$ cat src/rtl/instr_fetch_queue_if.sv
// Fetch-queue bus bundle.
// Groups the program-counter throttle, the instruction-memory request/response
// channel and the decode valid/ready channel.
//   master : the fetch queue (drives pc_en, imem_req/addr, dec_valid/pc/instr)
//   slave  : the surroundings (drive pc, flush, imem_gnt/rvalid/rdata, dec_ready)
interface instr_fetch_queue_if;
    logic [31:0] pc;
    logic        pc_en;
    logic        flush;
    logic        imem_req;
    logic [31:0] imem_addr;
    logic        imem_gnt;
    logic        imem_rvalid;
    logic [31:0] imem_rdata;
    logic        dec_valid;
    logic        dec_ready;
    logic [31:0] dec_pc;
    logic [31:0] dec_instr;

    modport master (
        input  pc, flush, imem_gnt, imem_rvalid, imem_rdata, dec_ready,
        output pc_en, imem_req, imem_addr, dec_valid, dec_pc, dec_instr
    );

    modport slave (
        output pc, flush, imem_gnt, imem_rvalid, imem_rdata, dec_ready,
        input  pc_en, imem_req, imem_addr, dec_valid, dec_pc, dec_instr
    );
endinterface

$ cat src/rtl/instr_fetch_queue.sv
// Instruction fetch queue.
// Turns the current PC into an instruction-memory request every cycle it has
// room, tags each request with its PC, collects the in-order responses into a
// DEPTH-entry queue and hands {pc, instr} pairs to decode. A redirect (flush)
// empties the queue and counts the still-outstanding responses so they are
// dropped when they come back.
// Ports:
//   clk  - clock, rising edge
//   rst  - asynchronous active-high reset
//   bus  - fetch queue bundle (master side): pc/pc_en/flush, imem_*, dec_*
module instr_fetch_queue #(
    parameter int unsigned DEPTH = 4
) (
    input  logic                  clk,
    input  logic                  rst,
    instr_fetch_queue_if.master   bus
);

    localparam int unsigned IdxW = $clog2(DEPTH);
    localparam int unsigned PtrW = IdxW + 1;

    typedef logic [PtrW-1:0] ptr_t;
    typedef logic [IdxW-1:0] idx_t;

    localparam ptr_t           PtrOne   = ptr_t'(1);
    localparam logic [PtrW:0]  DepthCnt = (PtrW + 1)'(DEPTH);

    // Pointers carry a wrap bit: head..fill are filled, fill..tail are in flight.
    ptr_t head_q, head_d;
    ptr_t fill_q, fill_d;
    ptr_t tail_q, tail_d;
    // Responses still owed by memory for fetches dropped by a flush.
    ptr_t discard_q, discard_d;

    logic [31:0]      slot_pc_q    [DEPTH];
    logic [31:0]      slot_instr_q [DEPTH];
    logic [DEPTH-1:0] slot_filled_q;

    idx_t head_idx, fill_idx, tail_idx;
    ptr_t in_flight;
    logic [PtrW:0] in_use;
    logic issue, resp_drop, resp_fill, deq;

    assign head_idx = head_q[IdxW-1:0];
    assign fill_idx = fill_q[IdxW-1:0];
    assign tail_idx = tail_q[IdxW-1:0];

    always_comb begin
        in_flight = tail_q - fill_q;
        // Dropped-but-outstanding fetches still occupy memory capacity.
        in_use    = {1'b0, tail_q - head_q} + {1'b0, discard_q};

        bus.imem_req  = !rst && !bus.flush && (in_use < DepthCnt);
        bus.imem_addr = {bus.pc[31:2], 2'b00};
        issue         = bus.imem_req && bus.imem_gnt;
        bus.pc_en     = issue;

        bus.dec_valid = slot_filled_q[head_idx] && (head_q != fill_q) && !bus.flush;
        bus.dec_pc    = slot_pc_q[head_idx];
        bus.dec_instr = slot_instr_q[head_idx];
        deq           = bus.dec_valid && bus.dec_ready;

        resp_drop = !bus.flush && bus.imem_rvalid && (discard_q != '0);
        resp_fill = !bus.flush && bus.imem_rvalid && (discard_q == '0) && (fill_q != tail_q);
    end

    always_comb begin
        head_d    = head_q;
        fill_d    = fill_q;
        tail_d    = tail_q;
        discard_d = discard_q;
        if (bus.flush) begin
            head_d    = tail_q;
            fill_d    = tail_q;
            discard_d = discard_q + in_flight;
            // A response arriving in the flush cycle is one of those owed.
            if (bus.imem_rvalid && (discard_d != '0)) begin
                discard_d = discard_d - PtrOne;
            end
        end else begin
            if (issue) begin
                tail_d = tail_q + PtrOne;
            end
            if (resp_drop) begin
                discard_d = discard_q - PtrOne;
            end
            if (resp_fill) begin
                fill_d = fill_q + PtrOne;
            end
            if (deq) begin
                head_d = head_q + PtrOne;
            end
        end
    end

    always_ff @(posedge clk or posedge rst) begin
        if (rst) begin
            head_q    <= '0;
            fill_q    <= '0;
            tail_q    <= '0;
            discard_q <= '0;
        end else begin
            head_q    <= head_d;
            fill_q    <= fill_d;
            tail_q    <= tail_d;
            discard_q <= discard_d;
        end
    end

    // Issue, fill and dequeue never target the same slot in one cycle: each
    // collision case implies an empty or full region that disables one side.
    always_ff @(posedge clk or posedge rst) begin
        if (rst) begin
            for (int i = 0; i < DEPTH; i++) begin
                slot_pc_q[i]    <= '0;
                slot_instr_q[i] <= '0;
            end
            slot_filled_q <= '0;
        end else if (bus.flush) begin
            slot_filled_q <= '0;
        end else begin
            if (issue) begin
                slot_pc_q[tail_idx]     <= bus.pc;
                slot_filled_q[tail_idx] <= 1'b0;
            end
            if (resp_fill) begin
                slot_instr_q[fill_idx]  <= bus.imem_rdata;
                slot_filled_q[fill_idx] <= 1'b1;
            end
            if (deq) begin
                slot_filled_q[head_idx] <= 1'b0;
            end
        end
    end

endmodule

$ cat src/flat_wrapper.sv
// flat-port wrapper written by rule: the top's interface ports become plain ports
module instr_fetch_queue_flat 
#(
    parameter int unsigned DEPTH = 4
)
  (clk, rst, bus_pc, bus_flush, bus_imem_gnt, bus_imem_rvalid, bus_imem_rdata, bus_dec_ready, bus_pc_en, bus_imem_req, bus_imem_addr, bus_dec_valid, bus_dec_pc, bus_dec_instr);
  instr_fetch_queue_if bus_i ();
  input  logic clk;
  input  logic rst;
  input wire logic [$bits(bus_i.pc)-1:0] bus_pc;
  input wire logic [$bits(bus_i.flush)-1:0] bus_flush;
  input wire logic [$bits(bus_i.imem_gnt)-1:0] bus_imem_gnt;
  input wire logic [$bits(bus_i.imem_rvalid)-1:0] bus_imem_rvalid;
  input wire logic [$bits(bus_i.imem_rdata)-1:0] bus_imem_rdata;
  input wire logic [$bits(bus_i.dec_ready)-1:0] bus_dec_ready;
  output wire logic [$bits(bus_i.pc_en)-1:0] bus_pc_en;
  output wire logic [$bits(bus_i.imem_req)-1:0] bus_imem_req;
  output wire logic [$bits(bus_i.imem_addr)-1:0] bus_imem_addr;
  output wire logic [$bits(bus_i.dec_valid)-1:0] bus_dec_valid;
  output wire logic [$bits(bus_i.dec_pc)-1:0] bus_dec_pc;
  output wire logic [$bits(bus_i.dec_instr)-1:0] bus_dec_instr;
  assign bus_i.pc = bus_pc;
  assign bus_i.flush = bus_flush;
  assign bus_i.imem_gnt = bus_imem_gnt;
  assign bus_i.imem_rvalid = bus_imem_rvalid;
  assign bus_i.imem_rdata = bus_imem_rdata;
  assign bus_i.dec_ready = bus_dec_ready;
  assign bus_pc_en = bus_i.pc_en;
  assign bus_imem_req = bus_i.imem_req;
  assign bus_imem_addr = bus_i.imem_addr;
  assign bus_dec_valid = bus_i.dec_valid;
  assign bus_dec_pc = bus_i.dec_pc;
  assign bus_dec_instr = bus_i.dec_instr;
  instr_fetch_queue #(.DEPTH(DEPTH)) u_core (.clk(clk), .rst(rst), .bus(bus_i));
endmodule
$ cat config.mk
export PLATFORM = sky130hd
export DESIGN_NAME = instr_fetch_queue_flat
export DESIGN_NICKNAME = d
export VERILOG_FILES = /design/src/rtl/instr_fetch_queue_if.sv /design/src/rtl/instr_fetch_queue.sv /design/src/flat_wrapper.sv
export SDC_FILE = /design/constraint.sdc
export NUM_CORES = 1
export LEC_CHECK = 0
export CORE_AREA = 2 2 209 211
export CTS_BUF_LIST = sky130_fd_sc_hd__clkbuf_16
export DETAILED_ROUTE_END_ITERATION = 16
export DIE_AREA = 0 0 211 213
export HOLD_SLACK_MARGIN = 0.12
export PLACE_DENSITY_LB_ADDON = 0.08
export SLEW_MARGIN = 0
export SYNTH_ARGS = -nofsm -noshare
export SYNTH_HDL_FRONTEND = slang
export SYNTH_SLANG_ARGS = --single-unit
$ cat constraint.sdc
create_clock -name clk -period 9.75 [get_ports clk]
set_clock_uncertainty 0.05 [all_clocks]
set_input_delay 1.95 -clock clk [delete_from_list [all_inputs] [get_ports clk]]
set_output_delay 1.95 -clock clk [all_outputs]
set_load 0.02 [all_outputs]
======== Word-level counts from Yosys, hierarchy flattened ========
Cells that the tools add are included.
cells by class
  add/sub/neg operators ................... 9
  $mul .................................... 0
  divide/modulo/power cells ............... 0
  order comparisons ....................... 12
  eq/ne operators ......................... 2
  shifts and indexed selects .............. 0
  multiplexer cells ....................... 33
  bitwise gates (word level) .............. 9
  reductions and logical operators ........ 26
operators by type and width
  kind                 number
  $bwmux 128           2
  $mux 32              6
  $bmux 32 s2          2
  $demux 32 s2         2
  $mux 4               6
  $mux 3               7
  $logic_and 1x1->1    16
  $add 3x1->3 const B  3
  $ge 3x3->1 const B   3
  $lt 2x3->1 const B   3
  $not 2->3            3
  $and 4x4->4          2
  $not 4->4            2
  $demux 1 s2          3
  $ge 2x1->1 const B   3
  $lt 3x1->1 const B   2
  $ne 3x3->1           2
  $reduce_bool 2->1    3
  $reduce_bool 3->1    2
  $sub 3x1->3 const B  2
  $sub 3x3->3          2
  $add 3x3->4          1
  $lt 4x3->1 const B   1
  $mux 1               4
  7 further kinds      9
word-level totals
  bits in registers ....................... 272
  bits in latches ......................... 0
  bits in writable memories ............... 0
  memory bits (read-only) ................. 0
  input bits .............................. 70
  output and inout port bits .............. 99
  logic and storage cells ................. 104
  memories ................................ 0

======== Logic depth before layout (Yosys ltp) ========
  depth after elaboration ................. 14
  depth in mapped cells ................... 12

======== Worst setup path after synthesis ========
Ideal clock, no wire load.
  path type ............................... input port to output port
  start ................................... input bus_flush
  end ..................................... output bus_pc_en
  arrival time ............................ 3.710 ns
  required time ........................... 7.750 ns
  path slack .............................. 4.040 ns
  cell stages on the path ................. 6
  path buffers ............................ 2
  path through ............................ buf_6 -> or4_1 -> buf_2 -> nor3_1 -> nand2_1 -> inv_1
on the way
  longest elaborated chain between the ends .. 4
RTL lines
  what                            RTL line                 source
  start, declared                 flat_wrapper.sv:11       input wire logic [$bits(bus_i.flush)-1:0] bus_flush;
  $logic_not 1->1                 instr_fetch_queue.sv:53  bus.imem_req = !rst && !bus.flush && (in_use < DepthCnt);
  $logic_and 1x1->1 (2 in a row)  instr_fetch_queue.sv:53
  net bus_imem_req                flat_wrapper.sv:17       output wire logic [$bits(bus_i.imem_req)-1:0] bus_imem_req;
  $logic_and 1x1->1               instr_fetch_queue.sv:55  issue = bus.imem_req && bus.imem_gnt;
  end, declared                   flat_wrapper.sv:16       output wire logic [$bits(bus_i.pc_en)-1:0] bus_pc_en;
The timed path passes the listed nets, and every way through them passes these cells.

======== Final worst setup path ========
  start ................................... input bus_flush
  end ..................................... output bus_pc_en
on the way
  longest elaborated chain between the ends .. 4
RTL lines
  what                            RTL line
  $logic_not 1->1                 instr_fetch_queue.sv:53
  $logic_and 1x1->1 (2 in a row)  instr_fetch_queue.sv:53
  $logic_and 1x1->1               instr_fetch_queue.sv:55
Every way passes these cells.

==> flow_summary.toml <==
[outcome]
outcome = "finished clean"

[die]
std_cell_rows = 76
io-pin-count = 169
die-height_um = 213
floorplan.initialDensity_pct = 29.7
placeableCoreArea_um2 = 42700
floorplan.die_area_um2 = 44900
die_width_um = 211

[pwr]
total_power_mw = 5.15
p_leak_nw = 7.09
peakVddDrop_mv = 0.136
cellPowerDensity_nw_per_um2 = 326

[timing]
finalSetupTns_ns = 0
rsz0062_at_grt = "no"
finalCritPeriodShare_pct = 69.0
timing.final.hold_violations = 0
slew-limit-headroom_pct = 31.1
timing_max_transition_violations_final = 0
tightest_slew_ns = 1.03
fin_crit_ns = 6.73
max_clock_freq_ghz = 0.149
finalSetupViolations = 0

[hold_path]
timing.hold.worst.start = "u_core.slot_pc_q[46]"
hold_path_class = "register to register"

[setup_path]
worst_r2r_startpoint = "u_core.head_q[0]"
worst_setup_ep_type = "output port"
worst_setup_path_start_kind = "input port"
crit_path_max_fanout = 17
launching_instance_or_port_of_the_critical_path = "bus_flush"
worst_ep_required_time_ns = 7.75
timing.critical_path.arrival_ns = 4.73
critical_path_class = "input port to output port"

[clocking]
path_clk_slew_ns = 0.06
clock_tree_from_tritoncts = "yes"
post_cts_buffers = 0
cts_htree_levels = 2
numCtsBuffers = 35
clk-insertion-delay-late_ns = 0.53
cts-root-to-sink-buffers = 3
cts_sinks = 272
cts.hold.buffers_added = 0
cts-root-buf = "clkbuf_16"
post_cts.resized_instances = 0

[grt]
antenna_found_initial = 0
first_pass_grt_wire_length_um = 46900
grt_use_total_pct = 13.6
grt_max_degree = 96
total_global_routing_overflow = 0
vias_in_the_first_global_route = 7898

[final_layout]
fillerInstances = 4069
n_antenna_cell = 0
nNetsFinal = 1037
instances_no_fill = 1513
final_layout_size_suffix_gt1_share_pct = 40.3
area_growth_syn_to_layout_pct = 24.3

[logic_synthesis]
synthDominantAreaCellType = "dfrtp_1"
synth_commonest_cells = "272 x dfrtp_1, 254 x mux2_2, 65 x mux4_2"
post_synth.cell_area_avg_um2 = 15.9
synth-edff-count = 0
synth-seq-area-share_pct = 53.6
syn_inst = 801
yosysMostFrequentCell = "dfrtp_1"
synth_largest_type_area_fraction_pct = 53.6
yosys_most_used_dff = "dfrtp_1"
synth.lib_cells_used.distinct = 37
post_synth_instance_area_um2 = 12700
postSynth.asyncResetShare_pct = 100
yosysWarnings = 0
post_synth_main_area_contributors = "dfrtp_1 54%, mux2_2 23%, mux4_2 12%, buf_4 2.1%, ha_1 2.1%"
yosys_register_bits = 272

[place]
finalWeightedCongestion = 0.685
place_hpwl_um = 17900
numPlacedInstances = 1452
port_buffers = 166

[drt]
drc = 0
via_count = 7243
drt_iter0_markers = 260
via_density_per_instance = 4.79
route.antenna.remaining_nets = 0
post_drt_wl_per_cell_um = 19.8
wirelength_um = 29900
drtPass1Iterations = 4

[job]
max_cap_viol_count = 0
metal layers:
| layer | vias to the layer above | wire, um | global-route usage [%] |
|---|---|---|---|
| met3 | 43 | 1630 | 3.97 |
| li1 | 3216 | - | - |
| met5 | - | 0 | 0 |
| met2 | 137 | 13900 | 21.6 |
| met1 | 3847 | 13800 | 18.2 |
| met4 | 0 | 634 | 3.98 |
layout make-up:
class | instances | area [um2] | share of cell area [%]
clock buffers | 36 | 901 | 5.70
clock inverters | 25 | 224 | 1.42
inverters | 18 | 75.1 | 0.475
multi-input cells | 436 | 5330 | 33.7
flip-flops and latches | 272 | 6810 | 43.2
well taps | 546 | 683 | 4.33
repair buffers | 180 | 1770 | 11.2
worst max-delay path, cell delays in order:
cell             delay, ns
clkdlybuf4s50_1       0.77
or4_1                 0.87
nor3_1                0.31
nand2_1               0.15
inv_1                 0.08
clkdlybuf4s50_1       0.59
power by group:
group	leakage (nW)	internal, mW	switching (mW)
Combinational	2.90	1.14	0.847
Clock	0.586	0.774	0.501
Sequential	3.61	1.59	0.298
cells in the final DEF, fill, tap and decap left out, types with 4 or more instances in the layout:
cell / netlist / layout
a21oi_1: 8 / 8
buf_4: 35 / 14
bufinv_16: 0 / 4
clkbuf_16: 0 / 36
clkdlybuf4s50_1: 0 / 166
clkinv_1: 0 / 5
clkinv_2: 0 / 6
dfrtp_1: 272 / 270
ha_1: 21 / 21
inv_1: 18 / 25
mux2_1: 6 / 6
mux2_2: 254 / 254
mux4_2: 65 / 65
nand2_1: 15 / 14
nand2b_1: 6 / 6
nor2_1: 8 / 8
nor4_4: 4 / 4
o21ai_0: 5 / 5
xnor2_1: 8 / 8
xor2_1: 5 / 5
cells by family (layout without fill, tap and decap cells):
kind of cell / after synthesis / after routing / synth area share, %
muxes: 327 / 327 / 34.7
AOI/OAI and AO/OA: 27 / 27 / 1.44
adders and majority gates: 24 / 24 / 2.54
other: 1 / 2 / 0.0295
DFF: 272 / 272 / 53.6
and+or+nand+nor: 42 / 42 / 2.08
buffers and inverters: 94 / 259 / 4.50
xor gates and xnor gates: 14 / 14 / 1.07
stage by stage:
step	utilization [%]	area [um2]	hold WS (ns)	worst slack (ns)
6_report	37.0	15800	0.429	3.02
5_1_grt	37.0	15800	0.441	2.78
4_1_cts	37.0	15800	0.432	2.95
3_5_place_dp	34.4	14700	0.419	2.98
3_3_place_gp	34.4	14700	0.417	2.94
2_1_floorplan	-	12700	0.402	0.255
flip-flops by register name (all words and copies together) (netlist names):
| register | count |
|---|---|
| u_core.slot_pc_q | 128 |
| u_core.fill_q | 3 |
| u_core.tail_q | 3 |
| u_core.slot_filled_q | 4 |
| u_core.head_q | 3 |
| u_core.discard_q | 3 |
| u_core.slot_instr_q | 128 |
worst paths after layout:
kind | to | slack, ns | depth (start not counted)
hold reg to reg | u_core.slot_pc_q[46] | 0.43 | 1
min in group asynchronous | u_core.tail_q[1] | 1.95 | 2
setup / recovery | bus_pc_en | 3.02 | 6
setup reg to reg | u_core.slot_pc_q[59] | 5.16 | 9
hold / removal | u_core.slot_pc_q[46] | 0.43 | 1
max in group asynchronous | u_core.slot_instr_q[81] | 6.26 | 3
No activity file was read; power rests on OpenSTA's default activity.
